`src/rtl/load_store_unit.sv`:
```
// load_store_unit: RV32 byte/half/word loads and stores onto a word-only RAM, with read-modify-write for SB/SH.
// Optional LSU_PERF_CNT_EN adds perf_loads/perf_stores/perf_errs response counters.
module load_store_unit #(
  parameter int DATA_WIDTH = 32,
  parameter int ADDR_WIDTH = 32,
  parameter int RAM_AW     = 10
) (
  input  logic                  clk,
  input  logic                  rst,
  input  logic                  req_valid,
  output logic                  req_ready,
  input  logic                  req_we,
  input  logic [2:0]            req_funct3,
  input  logic [ADDR_WIDTH-1:0] req_addr,
  input  logic [DATA_WIDTH-1:0] req_wdata,
  output logic                  rsp_valid,
  output logic                  rsp_err,
  output logic [DATA_WIDTH-1:0] rsp_rdata,
  output logic [RAM_AW-1:0]     ram_addr,
  output logic [DATA_WIDTH-1:0] ram_wdata,
  output logic                  ram_read_en,
  output logic                  ram_write_en,
`ifdef LSU_PERF_CNT_EN
  input  logic [DATA_WIDTH-1:0] ram_rdata,
  output logic [31:0]           perf_loads,
  output logic [31:0]           perf_stores,
  output logic [31:0]           perf_errs
`else
  input  logic [DATA_WIDTH-1:0] ram_rdata
`endif
);
  typedef enum logic [2:0] {IDLE, RD, LD, WR, MRG} state_t;
  state_t state, state_nx;
  logic                  r_we;
  logic [2:0]            r_f3;
  logic [RAM_AW+1:0]     r_addr;
  logic [DATA_WIDTH-1:0] r_wdata;
  logic                  accept, bad;
  logic [4:0]            sh;
  logic [DATA_WIDTH-1:0] lane, mask, ld_val;
  logic                  unused_addr_bits;
  assign unused_addr_bits = ^req_addr[ADDR_WIDTH-1:RAM_AW+2];
  assign req_ready = (state == IDLE) && !rst;
  assign ram_addr  = r_addr[RAM_AW+1:2];
  always_comb begin
    bad = (req_we && req_funct3[2]) || req_funct3 == 3'b011 || req_funct3[2:1] == 2'b11 ||
          (req_funct3[1:0] == 2'b01 && req_addr[0]) ||
          (req_funct3 == 3'b010 && req_addr[1:0] != 2'b00);
    accept = req_valid && req_ready;
    sh = {r_addr[1:0], 3'b000};
    lane = ram_rdata >> sh;
    ld_val = r_f3[1] ? lane :
             r_f3[0] ? {{16{~r_f3[2] & lane[15]}}, lane[15:0]} :
                       {{24{~r_f3[2] & lane[7]}}, lane[7:0]};
    mask = (r_f3[0] ? 32'h0000_FFFF : 32'h0000_00FF) << sh;
    state_nx = state == IDLE ? ((accept && !bad) ? ((req_we && req_funct3 == 3'b010) ? WR : RD) : IDLE) :
               state == RD   ? (r_we ? MRG : LD) : IDLE;
    ram_wdata = rst ? '0 :
                state == WR  ? r_wdata :
                state == MRG ? (ram_rdata & ~mask) | ((r_wdata << sh) & mask) : '0;
    ram_read_en  = state == RD && !rst;
    ram_write_en = (state == WR || state == MRG) && !rst;
  end
  always_ff @(posedge clk) begin
    if (rst) begin
      state     <= IDLE;
      r_we      <= 1'b0;
      r_f3      <= '0;
      r_addr    <= '0;
      r_wdata   <= '0;
      rsp_valid <= 1'b0;
      rsp_err   <= 1'b0;
      rsp_rdata <= '0;
    end else begin
      state     <= state_nx;
      rsp_valid <= (accept && bad) || state == LD || state == WR || state == MRG;
      rsp_err   <= accept && bad;
      rsp_rdata <= state == LD ? ld_val : '0;
      if (accept) begin
        r_we    <= req_we;
        r_f3    <= req_funct3;
        r_addr  <= req_addr[RAM_AW+1:0];
        r_wdata <= req_wdata;
      end
    end
  end
`ifdef LSU_PERF_CNT_EN
  // Counters step on the same edge that raises rsp_valid for the matching class.
  always_ff @(posedge clk) begin
    if (rst) begin
      perf_loads  <= '0;
      perf_stores <= '0;
      perf_errs   <= '0;
    end else begin
      if (state == LD) perf_loads <= perf_loads + 32'd1;
      if (state == WR || state == MRG) perf_stores <= perf_stores + 32'd1;
      if (accept && bad) perf_errs <= perf_errs + 32'd1;
    end
  end
`endif
endmodule

```
`config.mk`:
```
export PLATFORM = sky130hd
export DESIGN_NAME = load_store_unit
export DESIGN_NICKNAME = d
export VERILOG_FILES = /design/src/rtl/load_store_unit.sv
export SDC_FILE = /design/constraint.sdc
export NUM_CORES = 1
export LEC_CHECK = 0
export CORE_MARGIN = 5
export CORE_UTILIZATION = 25
export CTS_BUF_LIST = sky130_fd_sc_hd__clkbuf_2 sky130_fd_sc_hd__clkbuf_4 sky130_fd_sc_hd__clkbuf_8
export DETAILED_ROUTE_END_ITERATION = 6
export HOLD_SLACK_MARGIN = 0.03
export PLACE_DENSITY_LB_ADDON = 0.05
export SYNTH_ARGS = -nofsm -noshare
export SYNTH_HDL_FRONTEND = slang
export SYNTH_SLANG_ARGS = --single-unit
```
`constraint.sdc`:
```
create_clock -name clk -period 3.4 [get_ports clk]
set_input_delay 0.68 -clock clk [delete_from_list [all_inputs] [get_ports clk]]
set_output_delay 0.68 -clock clk [all_outputs]
set_load 0.005 [all_outputs]
```
==> impl_metrics.ini, run 1 <==
[grt]
grt.busiest_layer = met2
use_met3 = 0.03414
met1_usage = 0.2116
grt_pass1_wl_um = 24440
grt.total_usage = 0.1614
antenna_found_initial = 1
grt_max_degree = 37
met2_usage = 0.2636
grt_pass1_vias = 4209
grt-ovfl-total = 0

[setup_path]
arrival_ns = 2.52
criticalPathCategory = reg -> out
cp_max_fo = 9
cp.required_ns = 2.72
setup.worst_path.start = r_f3[0]$_SDFFE_PP0P_
rr_startpoint = r_addr[1]$_SDFFE_PP0P_
critPathCaptureType = output pin
startpoint_type = register

[power]
leakage_uw = 0.002188
ir_drop_mv = 0.2412
power_density_nw_per_um2 = 341.7
finalPower_uw = 2094

[yosys]
synth_nets = 632
synthDistinctLibCells = 39
synthAdderAreaFrac = 0
yosysWarningCount = 0
syn_inst = 529
async_flop_share = 0
syn_avg_cell_area_um2 = 7.850
syn-cell-area_um2 = 4153
yosysSeqAreaShare = 0.4098
synth-seq-cells = 85
yosys.area_share.simple = 0.2278
synth_top_family_by_area = compound AO/OA/AOI/OAI gates
yosys_most_used_dff = dfxtp_1
synth-edff-count = 0
synthMuxAreaShare = 0.04941
synth_compound_gate_area_share = 0.2483
synthXorXnorAreaFrac = 0

[sta]
tightest_slew_ns = 0.6383
fmax_mhz = 312.2
timing.final.crit_share = 0.9420
slew_headroom = 0.5729
setup_tns_ns = 0
skew_ns = 0.01172
rsz0062_at_grt = no
finalHoldViolations = 0
drv_slew = 0
setup_viol = 0
min_period_ns = 3.203

[route]
drt_iter0_drc = 385
routed_wl_um = 16040
dr_total_vias = 4269
drc = 0
via_per_inst = 4.775
dr.pass1.iters = 5
wire_per_inst_um = 17.94
ant_nets = 0

[clock_network]
cts-hold-fix-buffers = 0
cts_buffers = 9
clkSinkCount = 85
cts-root-buf = clkbuf_8
cts_tree = done
insertion_delay_ns = 0.37
clkSlewWorstSetupHoldPaths_ns = 0.10
post_cts.repair.setup_buffers = 0
cts_htree_levels = 3
cts_buffer_depth = 2

[flow_run]
maxCapViolCount = 0

[place]
portBuffers = 161
gp_congestion = 0.8569
placed_cells = 877
hpwl_um = 12520

[floorplanning]
die_h_um = 138.9
floorplan.initialDensity = 0.2522
die_x_um = 138.9
ioPinCount = 182
dieArea_um2 = 19290
core_area_um2 = 16470
rows = 47

[layout]
final_common_cell = clkdlybuf4s50_1
final_cells = 894
final_cell_mix = clkdlybuf4s50_1 (160), nand2_1 (124), dfxtp_1 (84)
drive_gt1_frac = 0.07727
fin_nets = 771
area_delta_synth_final_pct = 47.57
utilization = 0.3722

[outcome]
status = finished, final reports clean

[hold_path]
worstHoldPathType = reg -> reg
hold_start = r_addr[8]$_SDFFE_PP0P_
## sequential cells by signal, summed over array words and instances (netlist names)
register	count
r_we	1
rsp_rdata	32
state	3
r_f3	3
r_addr	12
rsp_valid	1
rsp_err	1
r_wdata	32
## synthesized netlist by cell type, types with 2 or more instances
master      n  area, µm²
a21oi_1    67      335.3
mux2i_1    16      160.2
nor2_1     48      180.2
and3_1      2      12.51
o31ai_1     8      60.06
nand3b_1    3      22.52
dfxtp_1    85       1702
nand2_1   126      473.0
buf_4      12      90.09
o21ai_0    22      110.1
a211oi_1   21      157.7
a21o_1      9      67.56
o21ai_1     2      10.01
buf_1       3      11.26
mux4_2      2      45.04
o221a_2     8      90.09
clkbuf_1   17      63.81
nand2b_1   14      87.58
nor2b_1    11      68.82
nor4b_4     2      47.55
a22o_1      8      70.07
and2_1      3      18.77
o221ai_1    8      70.07
buf_2      17      85.08
## critical path: stages (launching register included)
cell and delay, ns:
dfxtp_1 0.56, nand3b_1 0.43, nand2_2 0.30, nor2_1 0.07, o21ai_0 0.22, clkdlybuf4s50_1 0.55
## repair_timing
item,in CTS,in global routing
endpoints found under the setup margin,0,3
gates resized for setup,0,1
hold endpoints to repair,0,0
## path summary, 6_finish.rpt
path | to | slack [ns] | depth (start not counted)
min | r_addr[8]$_SDFFE_PP0P_ | 0.46 | 2
max | ram_wdata[23] | 0.20 | 5
min reg2reg | r_addr[8]$_SDFFE_PP0P_ | 0.46 | 2
max reg2reg | rsp_rdata[17]$_SDFF_PP0_ | 0.88 | 5
## logic make-up (layout without fill, tap and decap cells)
logic type      count (synthesis)  in the layout
buf+inv                        52            196
other cells                     0              1
simple gates                  214            214
mux                            18             18
flops                          85             85
compound gates                160            160
## metal layers
metal	vias to the layer above	wire (µm)
met5	-	0
met4	0	353
met3	19	858
met2	145	7550
met1	2000	7276
li1	2105	-
## metrics by stage
step | instance area, µm² | worst slack, ns | hold WS (ns)
6_report | 6128 | 0.1971 | 0.4570
5_1_grt | 6128 | 0.07395 | 0.4775
4_1_cts | 6123 | 0.1162 | 0.4619
3_5_place_dp | 5931 | 0.3427 | 0.4481
3_3_place_gp | 5931 | 0.3277 | 0.4440
2_1_floorplan | 4153 | 1.092 | 0.4366
## power by group
part	switching, µW	leakage [µW]	internal, µW
clock network	391	0.0000926	312
registers	32.3	0.000691	1030
logic	159	0.00140	171
total	583	0.00219	1510
## cell type report
cell class / count / area [µm²]
fill: 1715 / 10340
multi-input combinational: 392 / 2188
timing repair buffer: 178 / 1759
sequential: 85 / 1703
tap: 220 / 275.3
clock buffer: 11 / 151.4
clock inverter: 5 / 41.29
inverter: 2 / 7.507
antenna: 1 / 2.502
(Power assumes the default switching activity.)
==> run 2: changes to the inputs <==
- ABC_AREA: default -> 1
==> impl_metrics.ini, run 2 <==
[outcome]
status = finished, final reports clean

[sta]
tightest_slew_ns = 0.7771
finalHoldViolations = 0
setup_ws_ns = 0.2906
timing.final.crit_share = 0.9145
fmax_mhz = 321.6
drv_slew = 0
rsz0062_at_grt = no
slew_headroom = 0.4812
hold_slack_ns = 0.4643
setup_viol = 0
skew_ns = 0.008254
setup_tns_ns = 0
min_period_ns = 3.109

[power]
seqPwrFrac = 0.468
ir_drop_mv = 0.2291
clkPwrFrac = 0.320
leakage_uw = 0.002856
swShare = 0.2966
p_sw_uw = 686.2
intPower_uw = 1627
p_comb_frac = 0.212
power_density_nw_per_um2 = 350.3

[yosys]
yosys.area_share.simple = 0.3722
synthXorXnorAreaFrac = 0
async_flop_share = 0
syn_avg_cell_area_um2 = 6.241
synth-seq-cells = 85
synth_area_leaders = dfxtp_1 (36%), nand2_1 (16%), nor2_1 (8.2%), nand3_1 (8.2%), o21ai_0 (6.6%)
synth_top_family_by_area = simple AND/OR/NAND/NOR gates
ys_top_cells_by_count = nand2_1 (196), nor2_1 (103), dfxtp_1 (85)
yosysSeqAreaShare = 0.3626
synth_top_area_share = 0.3626
syn-cell-area_um2 = 4693
synth.most_common_cell = nand2_1
synthMuxAreaShare = 0
synthDistinctLibCells = 27
synth_nets = 855
synth_compound_gate_area_share = 0.1304
synthAdderAreaFrac = 0
synth-edff-count = 0
syn_inst = 752
yosysWarningCount = 0
synth_area_leader_cell = dfxtp_1
yosys_most_used_dff = dfxtp_1

[setup_path]
cpMostUsedCell = nand3_1
path_cells = inv_2 > nand3_4 > nand3_1 > nand3_1 > a21oi_1 > clkdlybuf4s50_1
startpoint_type = register
critPathCaptureType = output pin
rr_startpoint = r_addr[0]$_SDFFE_PP0P_
slowest_delay_ns = 0.55
criticalPathCategory = reg -> out
r2r.worst_path.cells = 6
r2r_setup_slack_ns = 1.60
endpoint = ram_wdata[18]
cp.required_ns = 2.72
arrival_ns = 2.43
cp_max_fo = 21
cpMaxStageDelayCell = clkdlybuf4s50_1
timing.rr.end = rsp_rdata[14]$_SDFF_PP0_
setup.worst_path.start = r_addr[1]$_SDFFE_PP0P_

[place]
dp_slack_ns = 0.3603
hpwl_um = 13660
placed_cell_area_um2 = 6402
portBuffers = 161
gp_congestion = 0.9162

[floorplanning]
die_x_um = 147.0
rows = 50
ioPinCount = 182
core_area_um2 = 18580
dieArea_um2 = 21610
floorplan.initialDensity = 0.2526
die_h_um = 147.0

[route]
via_per_inst = 4.568
drt_iter0_drc = 363
drc = 0
routed_wl_um = 17530
dr_total_vias = 5139
wire_per_inst_um = 15.58
ant_nets = 0
dr.pass1.iters = 5

[layout]
final_cell_mix = nand2_1 (196), clkdlybuf4s50_1 (161), nor2_1 (103)
utilization = 0.3554
n_antenna_cell = 0
fin_nets = 989
area_delta_synth_final_pct = 40.71
drive_gt1_frac = 0.06173
design_area_um2 = 6604
regArea_um2 = 1703
final_common_cell = nand2_1
largest_registers = r_wdata (32), rsp_rdata (32), r_addr (12)
n_fill_cell = 2029
multi_input_area_um2 = 2359

[grt]
grt-ovfl-total = 0
antenna_found_initial = 0
grt_pass1_wl_um = 27800
grt_max_degree = 54
grt.total_usage = 0.1631
grt_pass1_vias = 5168

[flow_run]
maxCapViolCount = 0

[clock_network]
clkSlewWorstSetupHoldPaths_ns = 0.08
cts_htree_levels = 3
cts_buffer_depth = 2
cts_buffers = 9
cts-root-buf = clkbuf_8
insertion_delay_ns = 0.38
clkSinkCount = 85
cts-resized-gates = 1
cts-hold-fix-buffers = 0
post_cts.repair.setup_buffers = 0
cts_tree = done

[hold_path]
worstHoldPathType = reg -> reg
==> run 2: how the worst min path moves through the flow <==
stage	startpoint	endpoint	slack [ns]	cells after the start
finish	r_we$_SDFFE_PP0P_	state[2]$_SDFF_PP0_	0.46	2
global route	r_we$_SDFFE_PP0P_	state[2]$_SDFF_PP0_	0.51	2
CTS	r_we$_SDFFE_PP0P_	state[2]$_SDFF_PP0_	0.46	2
detailed placement	r_we$_SDFFE_PP0P_	state[2]$_SDFF_PP0_	0.45	2
global placement	r_we$_SDFFE_PP0P_	state[2]$_SDFF_PP0_	0.44	2
floorplan	r_we$_SDFFE_PP0P_	state[2]$_SDFF_PP0_	0.43	2
==> run 2: power by group through the flow <==
| stage | logic [µW] | clock network, µW | registers (µW) |
|---|---|---|---|
| 2_1_floorplan | 296 | 0 | 1090 |
| 6_report | 491 | 740 | 1080 |
| 5_1_grt | 552 | 820 | 1090 |
| 4_1_cts | 495 | 776 | 1080 |
| 3_5_place_dp | 491 | 0 | 1100 |
| 3_3_place_gp | 490 | 0 | 1100 |
==> run 2: kinds of logic (layout without fill, tap and decap cells) <==
| group | after synthesis | after routing |
|---|---|---|
| AO/OA/AOI/OAI | 120 | 120 |
| buffers and inverters | 139 | 278 |
| AND/OR/NAND/NOR | 408 | 408 |
| flip-flops | 85 | 85 |
==> run 2: routing by layer <==
metal	wire, µm	share of wire	up-vias	GRT usage
li1	-	-	2629	-
met1	7766	0.44	2320	0.2027
met2	8154	0.47	164	0.2717
met3	1157	0.066	26	0.04534
met4	451	0.026	0	0.05732
met5	0	0	-	0
==> run 2: area by class of cell <==
| cell class | count | area share |
|---|---|---|
| Multi-Input combinational cell | 528 | 0.3571 |
| Timing Repair Buffer | 173 | 0.2596 |
| Sequential cell | 85 | 0.2579 |
| Inverter | 89 | 0.05078 |
| Tap cell | 234 | 0.04434 |
| Clock buffer | 12 | 0.02311 |
| Clock inverter | 4 | 0.007200 |
==> run 2: per-stage QoR <==
stage / cells / power (µW)
floorplan: 752 / 1386
global placement: 1109 / 1594
detailed placement: 1109 / 1596
CTS: 1125 / 2353
global route: 1125 / 2462
finish: 1125 / 2313
==> run 2: worst max-delay path, delay by kind of cell, from the launching register on <==
family / cells / cell delay [ns]
buffers and inverters: 2 / 0.92
AND/OR/NAND/NOR: 3 / 0.63
flip-flops: 1 / 0.33
AO/OA/AOI/OAI: 1 / 0.15
==> run 3: changes to the inputs <==
- PLACE_DENSITY_LB_ADDON: 0.05 -> default
==> impl_metrics.ini, run 3 (synthesized netlist as in run 2, its figures left out) <==
[outcome]
status = finished, final reports clean

[power]
clkPwrFrac = 0.364
intPower_uw = 1740
p_comb_frac = 0.196
power_density_nw_per_um2 = 370.8
finalPower_uw = 2453
ir_drop_mv = 0.1732
p_sw_uw = 712.7
seqPwrFrac = 0.440
swShare = 0.2906
leakage_uw = 0.002848

[floorplanning]
die_x_um = 147.0
core_area_um2 = 18580
dieArea_um2 = 21610
rows = 50
ioPinCount = 182
floorplan.initialDensity = 0.2526
die_h_um = 147.0

[route]
drt_iter0_drc = 340
ant_nets = 0
dr_total_vias = 5099
routed_wl_um = 16990
via_per_inst = 4.545
dr.pass1.iters = 5
wire_per_inst_um = 15.14
drc = 0

[clock_network]
cts-hold-fix-buffers = 0
cts-resized-gates = 0
clkSinkCount = 85
clkSlewWorstSetupHoldPaths_ns = 0.09
post_cts.repair.setup_buffers = 0
cts-root-buf = clkbuf_8
cts_buffers = 9
insertion_delay_ns = 0.39
cts_tree = done
cts_buffer_depth = 2
cts_htree_levels = 3

[layout]
largest_registers = r_wdata (32), rsp_rdata (32), r_addr (12)
fin_nets = 986
final_cell_mix = nand2_1 (196), clkdlybuf4s50_1 (161), nor2_1 (103)
area_delta_synth_final_pct = 40.92
n_antenna_cell = 0
drive_gt1_frac = 0.05743
final_cells = 1122
final_common_cell = nand2_1

[flow_run]
maxCapViolCount = 0

[grt]
grt.total_usage = 0.1566
grt_max_degree = 54
grt_pass1_wl_um = 26720
antenna_found_initial = 1
grt-ovfl-total = 0
grt_pass1_vias = 4886

[setup_path]
critPathCaptureType = output pin
timing.rr.end = rsp_rdata[11]$_SDFF_PP0_
criticalPathCategory = in -> out
cpMostUsedCell = clkdlybuf4s50_1
path_cells = clkdlybuf4s50_1 > clkinv_2 > nand4_1 > inv_1 > clkdlybuf4s50_1
cp_max_fo = 15
cp_num_buf_inv = 4
startpoint_type = primary input
cpMaxStageDelayCell = clkdlybuf4s50_1
rr_startpoint = r_addr[0]$_SDFFE_PP0P_
crit_cells = 5
endpoint = ram_read_en
crit_family = buffers and inverters
r2r_setup_slack_ns = 1.50
cp.required_ns = 2.72
slowest_delay_ns = 0.80
r2r.worst_path.cells = 6
arrival_ns = 2.55
setup.worst_path.start = rst

[place]
dp_slack_ns = 0.1443
portBuffers = 161
gp_congestion = 0.8906
hpwl_um = 12950
placed_cells = 1106

[sta]
setup_viol = 0
rsz0062_at_grt = no
setup_tns_ns = 0
fmax_mhz = 310.0
hold_slack_ns = 0.4626
finalHoldViolations = 0
slew_headroom = 0.4781
timing.final.crit_share = 0.9488
tightest_slew_ns = 0.7817
drv_slew = 0
min_period_ns = 3.226
setup_ws_ns = 0.1740
skew_ns = 0.01202

[hold_path]
worstHoldPathType = reg -> reg
## run 3: final cells by class
type                            count  area [µm²]
Clock buffer                        9       123.9
Clock inverter                      7       122.6
Fill cell                        2012       11970
Inverter                           89       335.3
Multi-Input combinational cell    528        2359
Sequential cell                    85        1702
Tap cell                          234       292.8
Timing Repair Buffer              170        1679
## run 3: layer usage
| metal | global-route usage | part of all wire | vias up |
|---|---|---|---|
| met2 | 0.2390 | 0.44 | 201 |
| met3 | 0.05953 | 0.094 | 22 |
| met4 | 0.04240 | 0.020 | 2 |
| li1 | - | - | 2611 |
| met5 | 0 | 0.00077 | - |
| met1 | 0.2079 | 0.45 | 2263 |
## run 3: power by group through the flow
stage                     logic [µW]  registers (µW)  clock network (µW)
after CTS                        480            1080                 916
after detailed placement         476            1100                   0
after floorplan                  296            1090                   0
final                            481            1080                 893
after global placement           477            1100                   0
after global routing             539            1090                 962
## run 3: worst reg2reg max path: cells and delay by family, from the launching register on
family / cells / cell delay [ns]
flops: 1 / 0.65
simple gates: 4 / 0.69
buf+inv: 1 / 0.34
compound gates: 1 / 0.15
## run 3: how the worst min path moves through the flow
stage               cells past startpoint                   to               from  slack, ns
floorplan                               2  state[2]$_SDFF_PP0_  r_we$_SDFFE_PP0P_       0.43
global placement                        2  state[2]$_SDFF_PP0_  r_we$_SDFFE_PP0P_       0.44
detailed placement                      2  state[2]$_SDFF_PP0_  r_we$_SDFFE_PP0P_       0.45
CTS                                     2  state[2]$_SDFF_PP0_  r_we$_SDFFE_PP0P_       0.46
global route                            2  state[2]$_SDFF_PP0_  r_we$_SDFFE_PP0P_       0.51
finish                                  2  state[2]$_SDFF_PP0_  r_we$_SDFFE_PP0P_       0.46
## run 3: per-stage QoR
step                cell area [µm²]  utilization
floorplan                      4693            -
global placement               6367       0.3427
detailed placement             6367       0.3427
CTS                            6614       0.3560
global route                   6614       0.3560
finish                         6614       0.3560
